**config.mk**
```make
export PLATFORM = sky130hd
export DESIGN_NAME = serial_adder_ctrl
export DESIGN_NICKNAME = d
export VERILOG_FILES = /design/src/rtl/serial_adder_ctrl.sv
export SDC_FILE = /design/constraint.sdc
export NUM_CORES = 1
export LEC_CHECK = 0
export ABC_AREA = 0
export BUFFER_PORTS_ARGS = -buffer_cell sky130_fd_sc_hd__buf_4
export CORE_ASPECT_RATIO = 1.2
export CORE_MARGIN = 2
export CORE_UTILIZATION = 48
export CTS_CLUSTER_DIAMETER = 50
export DETAILED_ROUTE_END_ITERATION = 16
export GPL_ROUTABILITY_DRIVEN = 0
export GPL_TIMING_DRIVEN = 0
export HOLD_SLACK_MARGIN = 0.03
export PLACE_DENSITY = 0.7
export SLEW_MARGIN = 20
export SYNTH_ARGS = -nofsm -noshare
export SYNTH_HDL_FRONTEND = slang
export SYNTH_SLANG_ARGS = --single-unit
```
**constraint.sdc**
```tcl
create_clock -name clk -period 2.82 [get_ports clk]
set_input_delay 0.846 -clock clk [delete_from_list [all_inputs] [get_ports clk]]
set_output_delay 0.846 -clock clk [all_outputs]
set_load 0.01 [all_outputs]
```
**src/rtl/serial_adder_ctrl.sv**
```systemverilog
// serial_adder_ctrl: bit-serial add sequencer. Operands are latched on an
// accepted start, then stepped LSB-first through one shared full adder
// (two half_adder cells plus an OR), one bit per clock.
// Optional build macro SERIAL_ADDER_SUB_EN adds the sub input (a-b) and the
// ovf output (signed overflow).

module half_adder (
  input  logic x,
  input  logic y,
  output logic s,
  output logic c
);
  assign s = x ^ y;
  assign c = x & y;
endmodule

module serial_adder_ctrl #(
  parameter int WIDTH = 64
) (
  input  logic             clk,
  input  logic             rst_n,
  input  logic             start,
  input  logic [WIDTH-1:0] a,
  input  logic [WIDTH-1:0] b,
  input  logic             cin,
`ifdef SERIAL_ADDER_SUB_EN
  input  logic             sub,
  output logic             ovf,
`endif
  output logic             busy,
  output logic             done,
  output logic [WIDTH-1:0] sum,
  output logic             cout
);
  localparam int CNT_W = $clog2(WIDTH);

  typedef enum logic [1:0] {IDLE, RUN, DONE} state_t;

  state_t           state, state_nxt;
  logic [WIDTH-1:0] a_sr, b_sr, res_sr, res_nxt;
  logic [WIDTH-1:0] b_load;
  logic             carry, carry_load, carry_nxt;
  logic [CNT_W-1:0] cnt;
  logic             load, last;
  logic             s0, c0, c1, s_bit;

  // Shared 1-bit full adder: two half adders, carries merged by an OR.
  half_adder u_ha0 (.x(a_sr[0]), .y(b_sr[0]), .s(s0),    .c(c0));
  half_adder u_ha1 (.x(s0),      .y(carry),   .s(s_bit), .c(c1));
  assign carry_nxt = c0 | c1;

  // A new operation may be accepted from IDLE or straight out of DONE.
  assign load = start && (state != RUN);
  assign last = (cnt == CNT_W'(WIDTH-1));

  // Result bits enter at the MSB so that after WIDTH steps bit 0 is in place.
  assign res_nxt = {s_bit, {(WIDTH-1){1'b0}}} | (res_sr >> 1);

`ifdef SERIAL_ADDER_SUB_EN
  // Subtract as a + ~b + 1; the forced carry replaces cin.
  assign b_load     = sub ? ~b : b;
  assign carry_load = sub ? 1'b1 : cin;
`else
  assign b_load     = b;
  assign carry_load = cin;
`endif

  assign busy = (state == RUN);
  assign done = (state == DONE);

  // State register.
  always_ff @(posedge clk or negedge rst_n) begin
    if (!rst_n) state <= IDLE;
    else        state <= state_nxt;
  end

  // Next-state decode.
  always_comb begin
    state_nxt = state;
    case (state)
      IDLE:    if (start) state_nxt = RUN;
      RUN:     if (last)  state_nxt = DONE;
      DONE:    state_nxt = start ? RUN : IDLE;
      default: state_nxt = IDLE;
    endcase
  end

  // Operand load, per-bit stepping, and result capture on the final bit.
  always_ff @(posedge clk or negedge rst_n) begin
    if (!rst_n) begin
      a_sr   <= '0;
      b_sr   <= '0;
      res_sr <= '0;
      carry  <= 1'b0;
      cnt    <= '0;
      sum    <= '0;
      cout   <= 1'b0;
`ifdef SERIAL_ADDER_SUB_EN
      ovf    <= 1'b0;
`endif
    end else if (load) begin
      a_sr  <= a;
      b_sr  <= b_load;
      carry <= carry_load;
      cnt   <= '0;
    end else if (state == RUN) begin
      a_sr   <= a_sr >> 1;
      b_sr   <= b_sr >> 1;
      carry  <= carry_nxt;
      res_sr <= res_nxt;
      if (last) begin
        sum  <= res_nxt;
        cout <= carry_nxt;
`ifdef SERIAL_ADDER_SUB_EN
        // Carry into the MSB is the current carry; carry out is carry_nxt.
        ovf  <= carry ^ carry_nxt;
`endif
      end else begin
        cnt <= cnt + 1'b1;
      end
    end
  end

endmodule

```
==> summary by stage, run 1 <==
Status
The flow ran to the end, and the final reports show no timing, DRC or antenna violations.

Yosys
The most used flip-flop cell after synthesis is sky130_fd_sc_hd__dfrtp_1. Synthesis produced a netlist whose cell count is between 1000 and 1500. The post-synth design cell area is 11130 um^2. The count of flip-flops with a built-in enable after synthesis is 0. The Yosys step of the flow raised 0 warnings. The number of nets in the synthesized netlist is between 1000 and 1500. The synthesized design contains 265 register bits. The fraction of the yosys area taken by sequential cells is 59.60%.

Counting distinct cell types in the post-synthesis netlist gives 33. The average cell area after synthesis is 11.05 um^2. The async set or reset register ratio after synthesis is 100.0%.

Detailed routing
The via density per instance is 4.978. For this block, the initial DRC count from the detailed router was 312. The total vias in the final route is 7826. The post-route DRC violation count is 0. The first TritonRoute pass finished after 6 iterations. After detailed routing, the average wire length per cell comes to 15.38 um.

In this run the remaining antenna-violating nets after routing total 0. The final wirelength is 24.17 mm.

Global route
Across every metal layer, demand over resource in global routing totals 20.03%. The first global-routing pass estimated 39.83 mm of wire. The via count of the first global-routing pass is 8000. The final global-route overflow total is 0. The initial antenna violation count is 0.

The largest net degree at the start of global routing is 99.

Power
The worst-case IR drop observed on VDD is between 500 and 600 uV. The leakage power is 7.451 nW. The power density normalized to cell area is 911.8 nW/um^2.

Layout
The area added between synthesis and finish is 26.90%. Fill cells in the final layout number 1897. The number of non-filler instances in the completed layout is 1572. The sequential cells in the finished layout cover a total of roughly 6600 um^2. Summing all multi-input logic gate instances after layout gives 4086 um^2. The number of diodes is 0. The fraction of layout cells with a size suffix above 1 is approximately 26%. After the last flow step, the layout net total stands at 1369.

CTS
The number of buffers between clock root and the deepest sink is 3. After clock tree synthesis, the clock-pin slew on the worst setup and hold paths is 0.06 ns. The TritonCTS clock tree is built.

In this run the number of H-tree levels came out at 1. Clock latency on the worst-skew pair, taken at its later pin, is 0.55 ns. The clock root buffer master is sky130_fd_sc_hd__clkbuf_16.

The number of CTS-inserted buffers is 28. The number of clock sinks seen by CTS is between 200 and 300.

Place
The post-DP HPWL is roughly 17 mm. The instance count after placement with tap cells included is 1522. The minimum setup slack after placement is 0.3452 ns. The port buffer count is 197.

Critical path
The critical path is of the reg2out type. The worst endpoint data arrival time is 1.82 ns. Counting cells, the worst reg-to-reg path comes to 6. The worst setup path startpoint is state[1]$_DFFE_PN0P_. The worst register-to-register path has a setup slack of approximately 0.8 ns. The endpoint identified for the worst register-to-register timing path is sum[57]$_DFFE_PN0P_. Following the worst setup path forward leads to its endpoint at busy. STA classifies the critical path endpoint as a primary output. The largest fanout on the critical path is 28. The kind of start point of the critical path is a flip-flop. The startpoint identified for the worst register-to-register timing path is cnt[0]$_DFFE_PN0P_. The required time of the critical path is 1.97 ns.

STA
For the pin with the worst max-slew slack, the measured transition is 0.5001 ns. Timing would allow up to 375.1 MHz. In the finished design, the share of the clock period the worst path needs comes to 94.53%.

The minimum period implied by the final worst setup slack is 2.666 ns. The count of endpoints failing hold in the final timing report was 0. Across the routed clock network, the largest skew measured is roughly 0.018 ns.

The worst path meets setup with approximately 0.15 ns of slack. The final number of max-transition violations is 0. Setup repair after global routing left no endpoint under its margin. The worst slew margin relative to its limit is about 67%. Setup violations remaining at the end of the flow were counted as 0.

Floorplanning
The starting density of the core is about half. The die covers 24420 um^2. In this run the horizontal extent of the chip is 143.0 um. In this run the count of I/O pins placed on the die edge is 199.

The die is between 150 and 200 um tall. The floorplan row count is 61. The floorplan core area is 22970 um^2.

Run
The max-cap check violation count is 0.

Hold path
The worst hold path class is in2async.
## how the worst min path moves through the flow
stage,from,end,cells after the start
detailed placement,a_sr[30]$_DFFE_PN0P_,a_sr[29]$_DFFE_PN0P_,2
global placement,a_sr[51]$_DFFE_PN0P_,a_sr[50]$_DFFE_PN0P_,2
global route,rst_n,b_sr[39]$_DFFE_PN0P_,1
finish,rst_n,b_sr[40]$_DFFE_PN0P_,1
CTS,rst_n,b_sr[40]$_DFFE_PN0P_,1
floorplan,res_sr[1]$_DFFE_PN0P_,res_sr[1]$_DFFE_PN0P_,2
## per-stage QoR
| stage | hold slack, ns | area, um^2 | power (mW) | utilization, % | setup TNS, ns |
|---|---|---|---|---|---|
| after CTS | 0.07373 | 14110 | 13.05 | 61.44 | 0 |
| after global placement | 0.4560 | 13000 | 8.792 | 56.58 | -349.28 |
| after detailed placement | 0.4630 | 13090 | 8.950 | 56.97 | 0 |
| final | 0.09305 | 14120 | 12.87 | 61.46 | 0 |
| after global routing | 0.07454 | 14120 | 13.78 | 61.46 | 0 |
| after floorplan | 0.4418 | 11130 | 7.737 | - | 0 |
## per-layer routing
| metal | global-route usage [%] | part of all wire (%) |
|---|---|---|
| met1 | 27.18 | 45 |
| met2 | 33.08 | 47 |
| met3 | 4.198 | 6.3 |
| met4 | 4.994 | 2.1 |
| met5 | 0 | 0 |
## cells in the mapped netlist, types with 8 or more instances
cell type	number	area, um^2
sky130_fd_sc_hd__buf_2	25	125.1
sky130_fd_sc_hd__mux2_1	39	439.2
sky130_fd_sc_hd__mux2_2	26	292.8
sky130_fd_sc_hd__o21ai_0	129	645.6
sky130_fd_sc_hd__clkbuf_1	19	71.32
sky130_fd_sc_hd__mux2i_1	129	1291
sky130_fd_sc_hd__buf_6	8	90.09
sky130_fd_sc_hd__nand2_1	318	1194
sky130_fd_sc_hd__buf_4	13	97.59
sky130_fd_sc_hd__dfrtp_1	265	6631
## cell type report
class,instances,area share [%]
Inverter,5,0.1329
Timing Repair Buffer,200,11.11
Clock inverter,15,1.684
Sequential cell,265,46.97
Multi-Input combinational cell,671,28.94
Clock buffer,37,5.698
Buffer,64,2.668
Tap cell,315,2.792
## what timing repair did
action	in CTS	in global routing
pin swaps	0	0
gates resized for setup	0	1
buffers inserted	0	0
hold buffers	0	0
setup endpoints to repair	1	1
## registers in the layout, summed over array words and instances, names as in the netlist
name	flops
b_sr	64
sum	64
carry	1
cnt	6
state	2
res_sr	63
a_sr	64
cout	1
## where the power goes
group / internal, mW / switching, mW / leakage [nW]
clock: 2.48 / 1.57 / 0.506
combinational: 1.31 / 1.67 / 3.46
sequential: 5.08 / 0.760 / 3.48
total: 8.88 / 4.00 / 7.45
## kinds of logic after synthesis
logic type | after synthesis | synth area share, %
AND/OR/NAND/NOR | 338 | 11.86
flip-flops | 265 | 59.60
multiplexers | 194 | 18.18
AO/OA/AOI/OAI | 137 | 6.388
buffers and inverters | 71 | 3.666
adder cells (fa/ha/maj) | 2 | 0.2924
## critical path: stages, from the launching register on
cell,delay [ns]
sky130_fd_sc_hd__dfrtp_1,0.38
sky130_fd_sc_hd__nand2b_1,0.19
sky130_fd_sc_hd__inv_2,0.12
sky130_fd_sc_hd__buf_6,0.17
sky130_fd_sc_hd__buf_8,0.23
sky130_fd_sc_hd__buf_4,0.16
## cell usage in the layout (no fill, tap or decap), drive strengths merged
master | Yosys | final
nand2 | 318 | 318
dfrtp | 265 | 265
buf | 46 | 244
o21ai | 129 | 129
mux2i | 129 | 129
mux2 | 65 | 65
clkbuf | 20 | 57
inv | 5 | 7
clkinv | 0 | 6
bufinv | 0 | 5
nor2 | 5 | 5
nand3 | 4 | 4
nor3 | 4 | 4
a41oi | 2 | 2
clkinvlp | 0 | 2
nor2b | 1 | 1
nand2b | 1 | 1
nand4b | 1 | 1
and3 | 1 | 1
nor4 | 1 | 1
and4 | 1 | 1
a21oi | 1 | 1
o22ai | 1 | 1
o2bb2ai | 1 | 1
a311oi | 1 | 1
a21o | 1 | 1
or4 | 1 | 1
o221a | 1 | 1
fa | 1 | 1
ha | 1 | 1
Power figures use the tool's default switching activity.
==> run 2, diff against run 1 <==
Settings changed: CORE_MARGIN 2 to default.
==> run 2 against run 1 <==
Count of clock-buffer cells in the layout is 2 lower. Critical path depth is 1 higher. Sequential power hardly changed. Via count is 1.0% higher. Maximum frequency is 0.19% lower. Wire length is 0.36% lower. Die area is 2.6% lower. Sequential share of layout area is 0.24 points lower. Hold slack better by 0.14 ns. Clock skew is 0.0089 ns lower. Global-route usage is 0.55 points higher. Largest power group unchanged.
==> summary by stage, run 2 (synthesis results as in run 1) <==
Detailed routing
The total vias in the final route is roughly 8000. The final wirelength is 24.08 mm. The via density per instance is 5.010. Once detail routing completed, the nets flagged for antenna violations numbered 0. The first detailed-routing pass took 4 iterations. In this run, the number of DRC markers left after iteration 0 of detailed routing was about 250.

The routed length per instance is ~15 um. In the routed design, unresolved DRC markers number 0.

CTS
TritonCTS built the clock tree. The clock slew at the register clock pins of the worst setup and hold paths is approximately 0.070 ns. The tree built by TritonCTS fans out to 265 sinks.

The clock network latency to the later pin of the worst-skew pair is 0.53 ns. In this run the number of H-tree levels came out at 1. The number of CTS-inserted buffers is 30. The number of buffers between clock root and the deepest sink is 3. The clock root buffer master is sky130_fd_sc_hd__clkbuf_16.

Floorplanning
The floorplan row count is 60. 199 I/O pins were placed. The die height is 168.8 um. The width of the die is 141.0 um. The area of the die is between 20000 and 25000 um^2. The region available for standard cell placement spans around 23000 um^2. The initial utilization of the core area, before any placement, comes to 49.24%.

Power
The portion of total power attributed to the clock network is 31.3%. The worst-case IR drop observed on VDD is 659.9 uV. The switching part of the total is 31.20%. Of the total power, registers draw about 45%. Cell internal power was estimated by the tool at 8.909 mW. The leakage power is 7.496 nW. Combinational cells account for between 20% and 30% of the total power. The completed layout was analyzed and its total power is 12.95 mW. Dividing total power by cell area gives a power density of 912.5 nW/um^2. The power spent charging and discharging nets is 4.041 mW.

Place
The cell area after placement is about 13000 um^2. The post-DP HPWL is 16.59 mm. In this run the tool buffered the top-level ports with about 200 buffer cells.

STA
The part of the cycle the worst path needs is 94.70%. In this run the tightest slew margin relative to its limit is 67.92%. Timing would allow up to 374.4 MHz. The maximum clock skew at final layout is 0.009254 ns. The measured slew at the worst slew-check pin is 0.4811 ns. The tightest hold path in the finished design has a slack of around 0.23 ns. The final number of max-transition violations is 0.

The clock period could shrink to 2.671 ns. Setup repair after global routing left no endpoint under its margin. The count of endpoints failing hold in the final timing report is 0. Setup violations remaining at the end of the flow were counted as 0. The final setup TNS is 0 ns.

Critical path
The worst register-to-register path ends at sum[4]$_DFFE_PN0P_. The critical path goes through nand2b_1 > inv_2 > buf_6 > buf_6 > buf_12 > buf_4. The worst setup path is captured at a primary output.

By instance count, the cell type seen most on the critical path is sky130_fd_sc_hd__buf_6. The register-to-register path setup slack is 0.83 ns. The startpoint identified for the worst register-to-register timing path is cnt[0]$_DFFE_PN0P_. For this design, the slowest cell found on the critical path is sky130_fd_sc_hd__dfrtp_1.

On the worst path, the slowest cell contributes a delay of 0.38 ns. The worst setup path startpoint is state[1]$_DFFE_PN0P_. The worst setup path is launched from a flip-flop. The number of logic stages on the critical path including buffering is 6. In this run the worst setup path terminates at busy. Data on the critical path is required at its endpoint by 1.97 ns.

Grouping stages by cell kind, the critical path spends the most delay in buffers and inverters. The worst endpoint data arrival time is 1.82 ns. The critical path contains buffers and inverters numbering 5 combined. In this run the worst path has a maximum fanout of 10. The critical path start-end classification is reg2out.

The number of cells on the worst reg-to-reg path is 6.

Layout
Once layout is done, the placed cells without fillers occupy 14190 um^2. In the layout the commonest cells are sky130_fd_sc_hd__nand2_1, sky130_fd_sc_hd__dfrtp_1, sky130_fd_sc_hd__buf_4. Across the whole layout, storage elements account for around 6600 um^2.

The footprint of the multi-input gates is 4086 um^2. The area added between synthesis and finish is 27.55%. The library cell used most frequently in the layout, excluding fill and tap cells, is sky130_fd_sc_hd__nand2_1.

In the final layout, the share of cells above drive strength 1 is 26.58%. The number of diodes is 0. The final cell utilization of the core is 62.80%.

The largest registers in the layout are a_sr (64), b_sr (64), sum (64). The number of filler instances in the final layout is around 1900. The layout net count is 1379.

Global route
The initial antenna violation count is 0. The first global-routing pass estimated 39.74 mm of wire. Entering global routing, the biggest net connects 80 pins. The final global-route overflow total is 0. The via count of the first global-routing pass is 8077. The overall global routing resource usage is 20.57%.

Hold path
The tightest min-delay check is of the in2async type.

Run
The tool flagged a number of max-cap violations equal to 0.

Status
The flow ran to the end, and the final reports show no timing, DRC or antenna violations.
-- run 2: changes by cell type in the layout (fill, tap and decap cells not counted), moves of 2 or more --
cell / previous run / this run
sky130_fd_sc_hd__buf_4: 209 / 216
sky130_fd_sc_hd__clkinv_2: 2 / 7
sky130_fd_sc_hd__clkbuf_8: 7 / 3
sky130_fd_sc_hd__clkbuf_16: 28 / 31
sky130_fd_sc_hd__clkinvlp_4: 2 / 4
-- run 2: worst min-delay path by stage --
stage | from | to | slack [ns] | depth (start not counted)
2_1_floorplan | res_sr[1]$_DFFE_PN0P_ | res_sr[1]$_DFFE_PN0P_ | 0.44 | 2
3_3_place_gp | b_sr[40]$_DFFE_PN0P_ | b_sr[39]$_DFFE_PN0P_ | 0.46 | 2
3_5_place_dp | b_sr[40]$_DFFE_PN0P_ | b_sr[39]$_DFFE_PN0P_ | 0.47 | 2
4_1_cts | rst_n | b_sr[18]$_DFFE_PN0P_ | 0.23 | 1
5_1_grt | rst_n | b_sr[34]$_DFFE_PN0P_ | 0.26 | 1
6_report | rst_n | b_sr[18]$_DFFE_PN0P_ | 0.23 | 1
-- run 2: metal layers --
layer | GRT usage (%) | up-vias | share of wire [%]
met5 | 0 | - | 0
met4 | 3.922 | 0 | 1.3
met3 | 4.724 | 27 | 6.8
met2 | 34.48 | 196 | 48
met1 | 27.55 | 3827 | 44
li1 | - | 3856 | -
-- run 2: layout make-up --
type                       instances  share of cell area, %
clock inverter                    20                  1.631
multi-input combinational        671                  28.80
sequential                       265                  46.73
buffer                            65                  2.768
timing repair buffer             207                  11.43
tap                              310                  2.733
inverter                           5                 0.1323
clock buffer                      35                  5.784
-- run 2: per-stage QoR --
step	setup slack (ns)	std cells
2_1_floorplan	0.8273	1007
3_3_place_gp	-1.333	1514
3_5_place_dp	0.3411	1517
4_1_cts	0.01418	1571
5_1_grt	0.04792	1578
6_report	0.1494	1578
-- run 2: what timing repair did --
action                                  in CTS  in global routing
hold buffers                                 0                  0
buffers inserted                             0                  7
endpoints found under the setup margin       1                  1
hold endpoints to repair                     0                  0
resized for setup                            1                  1
-- run 2: power by group through the flow --
stage | Combinational (mW) | Clock [mW] | Sequential [mW]
after CTS | 3.06 | 4.15 | 5.85
after global routing | 3.51 | 4.32 | 6.02
after global placement | 2.92 | 0 | 5.87
final | 3.05 | 4.05 | 5.85
after floorplan | 1.97 | 0 | 5.76
after detailed placement | 3.04 | 0 | 5.90
==> run 3, diff against run 2 <==
==> constraint.sdc (replaced) <==
create_clock -name clk -period 2.82 [get_ports clk]
set_input_delay 0.282 -clock clk [delete_from_list [all_inputs] [get_ports clk]]
set_output_delay 0.282 -clock clk [all_outputs]
set_load 0.01 [all_outputs]
==> run 3 against run 2 <==
Non-clock buffer count up 18. Total power down 0.13%. Sequential cell count unchanged.
==> summary by stage, run 3 (synthesis results as in run 1) <==
Status
The flow ran to the end, and the final reports show no timing, DRC or antenna violations.

Detailed routing
The post-route DRC violation count is 0. The final wirelength is ~24 mm. The total vias in the final route is 8010. The top routing layer in use is met4. The total length of routed met2 wires is 11.64 mm. The met1 wire length is 10.78 mm. The length of the first detailed-routing pass in iterations is 5. The routed length on met3 is 1.492 mm. In the final routed layout, each cell accounts on average for 15.19 um. The via density per instance is 5.016. The DRC marker count from the first detailed-route iteration is 270. The post-route antenna net violation count is 0.

Critical path
The logic depth of the worst register-to-register path is 6. STA classifies the critical path startpoint as a flip-flop. The category of the worst setup path capture point is a primary output. In this run the worst setup path begins at state[1]$_DFFE_PN0P_. The worst register-to-register path ends at sum[4]$_DFFE_PN0P_.

The worst endpoint data arrival time is 2.15 ns. The capturing instance or port of the critical path is busy. The reg-to-reg critical path startpoint is cnt[0]$_DFFE_PN0P_.

Of all nets on the critical path, the largest fanout is 10. STA puts the critical path data required time at 2.54 ns. The register-to-register path setup slack is 0.83 ns. The critical path start-end classification is reg2out.

Power
Total power for the finished layout comes to 12.93 mW. Registers are responsible for ~45% of the overall power. The switching part of the total is 31.28%. The cell-internal power is 8.888 mW. The worst ir drop on vdd is about 660 uV. The power density normalized to cell area is 899.6 nW/um^2. The analysis attributes to net switching a power of 4.045 mW. The leakage power is 7.565 nW. The relative contribution of combinational cells to total power is roughly a quarter. The portion of total power attributed to the clock network is roughly 31%.

CTS
TritonCTS built the clock tree. CTS built an H-tree with a depth of 1. No sink is reached through more buffers than the 3 on the longest clock path. Clock latency on the worst-skew pair, taken at its later pin, is 0.53 ns.

Buffers inserted during clock tree synthesis total 30. After clock tree synthesis, the clock-pin slew on the worst setup and hold paths is 0.06 ns. The hold-fix buffer count after cts is 24. After clock tree synthesis, the setup repair step added 0 buffers. Post-CTS repair changed the size of 0 cells. The clock root buffer master is sky130_fd_sc_hd__clkbuf_16.

The clock net in this run drives a total of roughly 270 sinks.

Global route
The initial antenna violation count is 1. The via count of the first global-routing pass came to 8211. Across every metal layer, demand over resource in global routing totals around a fifth. The final global-route overflow total is 0. The wire length of the first global-routing pass is a little over 40 mm. The largest net degree at the start of global routing is 80.

Floorplanning
The starting density of the core is 49.24%. Measured along the y axis, the die boundary spans 168.8 um. The number of I/O pins is 199. The total area inside the core boundary comes to about 23000 um^2. The floorplan row count is 60. The area of the die is 23790 um^2. In this run the horizontal extent of the chip is 141.0 um.

Place
The instance count after placement with tap cells included is 1517. The cell area after placement is 13080 um^2. Before CTS, the worst setup slack after placement is 0.8148 ns. In this run the tool buffered the top-level ports with 197 buffer cells.

The post-DP HPWL is 16.59 mm.

STA
The final worst slack is around 0.38 ns. The total of endpoints with negative setup slack in the final report is 0. The maximum clock skew at final layout is 0.008839 ns.

The part of the cycle the worst path needs is 86.41%. The worst slew margin relative to its limit is 68.21%. The worst path in the final design needs a cycle of between 2 and 2.5 ns, including I/O delays and setup. Setup repair after global routing left no endpoint under its margin. The final number of max-transition violations is 0. The count of endpoints failing hold in the final timing report is 0. The measured slew at the worst slew-check pin is 0.4768 ns. The smallest hold slack is 0.04682 ns. Timing would allow up to 410.4 MHz.

Layout
The largest registers in the layout are a_sr (64), b_sr (64), sum (64). Fill cells in the final layout number 1846. The multi-input combinational cells in the finished layout cover a total of around 4100 um^2. In the layout the commonest cells are sky130_fd_sc_hd__nand2_1, sky130_fd_sc_hd__dfrtp_1, sky130_fd_sc_hd__buf_4. The area added between synthesis and finish is 29.23%. The most frequent standard cell in the layout excluding fill and tap cells is sky130_fd_sc_hd__nand2_1. Once layout is complete, the cells apart from fillers number 1597. The post-route cell area is between 10000 and 15000 um^2. The register cell area after layout is 6631 um^2. The fraction of layout cells with a size suffix above 1 is 25.74%.

The final layout contains approximately 1400 nets.

Hold path
The worst hold path class is in2reg.

Run
The max-cap check violation count is 0.
## run 3: changes by cell type in the layout (fill, tap and decap cells not counted), sizes merged
cell / previous run / this run
diode: 0 / 1
dlygate4sd3: 0 / 24
buf: 252 / 246
## run 3: worst min path at each step
stage / from / end / cells after the start / slack, ns
2_1_floorplan: rst_n / a_sr[0]$_DFFE_PN0P_ / 0 / -0.01
3_3_place_gp: b_sr[40]$_DFFE_PN0P_ / b_sr[39]$_DFFE_PN0P_ / 2 / 0.46
3_5_place_dp: rst_n / b_sr[34]$_DFFE_PN0P_ / 1 / 0.25
4_1_cts: b[23] / b_sr[23]$_DFFE_PN0P_ / 3 / 0.03
5_1_grt: b[7] / b_sr[7]$_DFFE_PN0P_ / 3 / 0.04
6_report: a[23] / a_sr[23]$_DFFE_PN0P_ / 3 / 0.05
## run 3: stage by stage
step	setup TNS, ns	utilization (%)
floorplan	0	-
global placement	-198.10	57.50
detailed placement	0	57.90
CTS	0	63.62
global route	0	63.63
finish	0	63.63
## run 3: worst max-delay path, cell delays in order, from the launching register on
cell and delay (ns):
sky130_fd_sc_hd__dfrtp_1 0.38, sky130_fd_sc_hd__nand2b_1 0.20, sky130_fd_sc_hd__inv_2 0.12, sky130_fd_sc_hd__buf_6 0.16, sky130_fd_sc_hd__buf_6 0.17, sky130_fd_sc_hd__buf_6 0.18
sky130_fd_sc_hd__buf_2 0.25, sky130_fd_sc_hd__buf_4 0.17
## run 3: layout make-up
class | instances | area share [%]
antenna | 1 | 0.01740
buffer | 66 | 2.706
clock buffer | 35 | 5.709
clock inverter | 20 | 1.610
inverter | 5 | 0.1305
multi-input combinational | 671 | 28.42
sequential | 265 | 46.12
tap | 310 | 2.698
timing repair buffer | 224 | 12.58
## run 3: routing by layer
layer	vias up	global-route usage (%)
li1	3896	-
met2	187	34.93
met4	0	4.159
met3	29	4.639
met5	-	0
met1	3898	27.89
## run 3: power groups by stage
stage / registers, mW / clock network (mW) / logic, mW
after floorplan: 5.76 / 0 / 1.97
after global placement: 5.87 / 0 / 2.92
after detailed placement: 5.90 / 0 / 3.04
after CTS: 5.85 / 4.15 / 3.09
after global routing: 6.02 / 4.32 / 3.49
final: 5.86 / 4.05 / 3.03
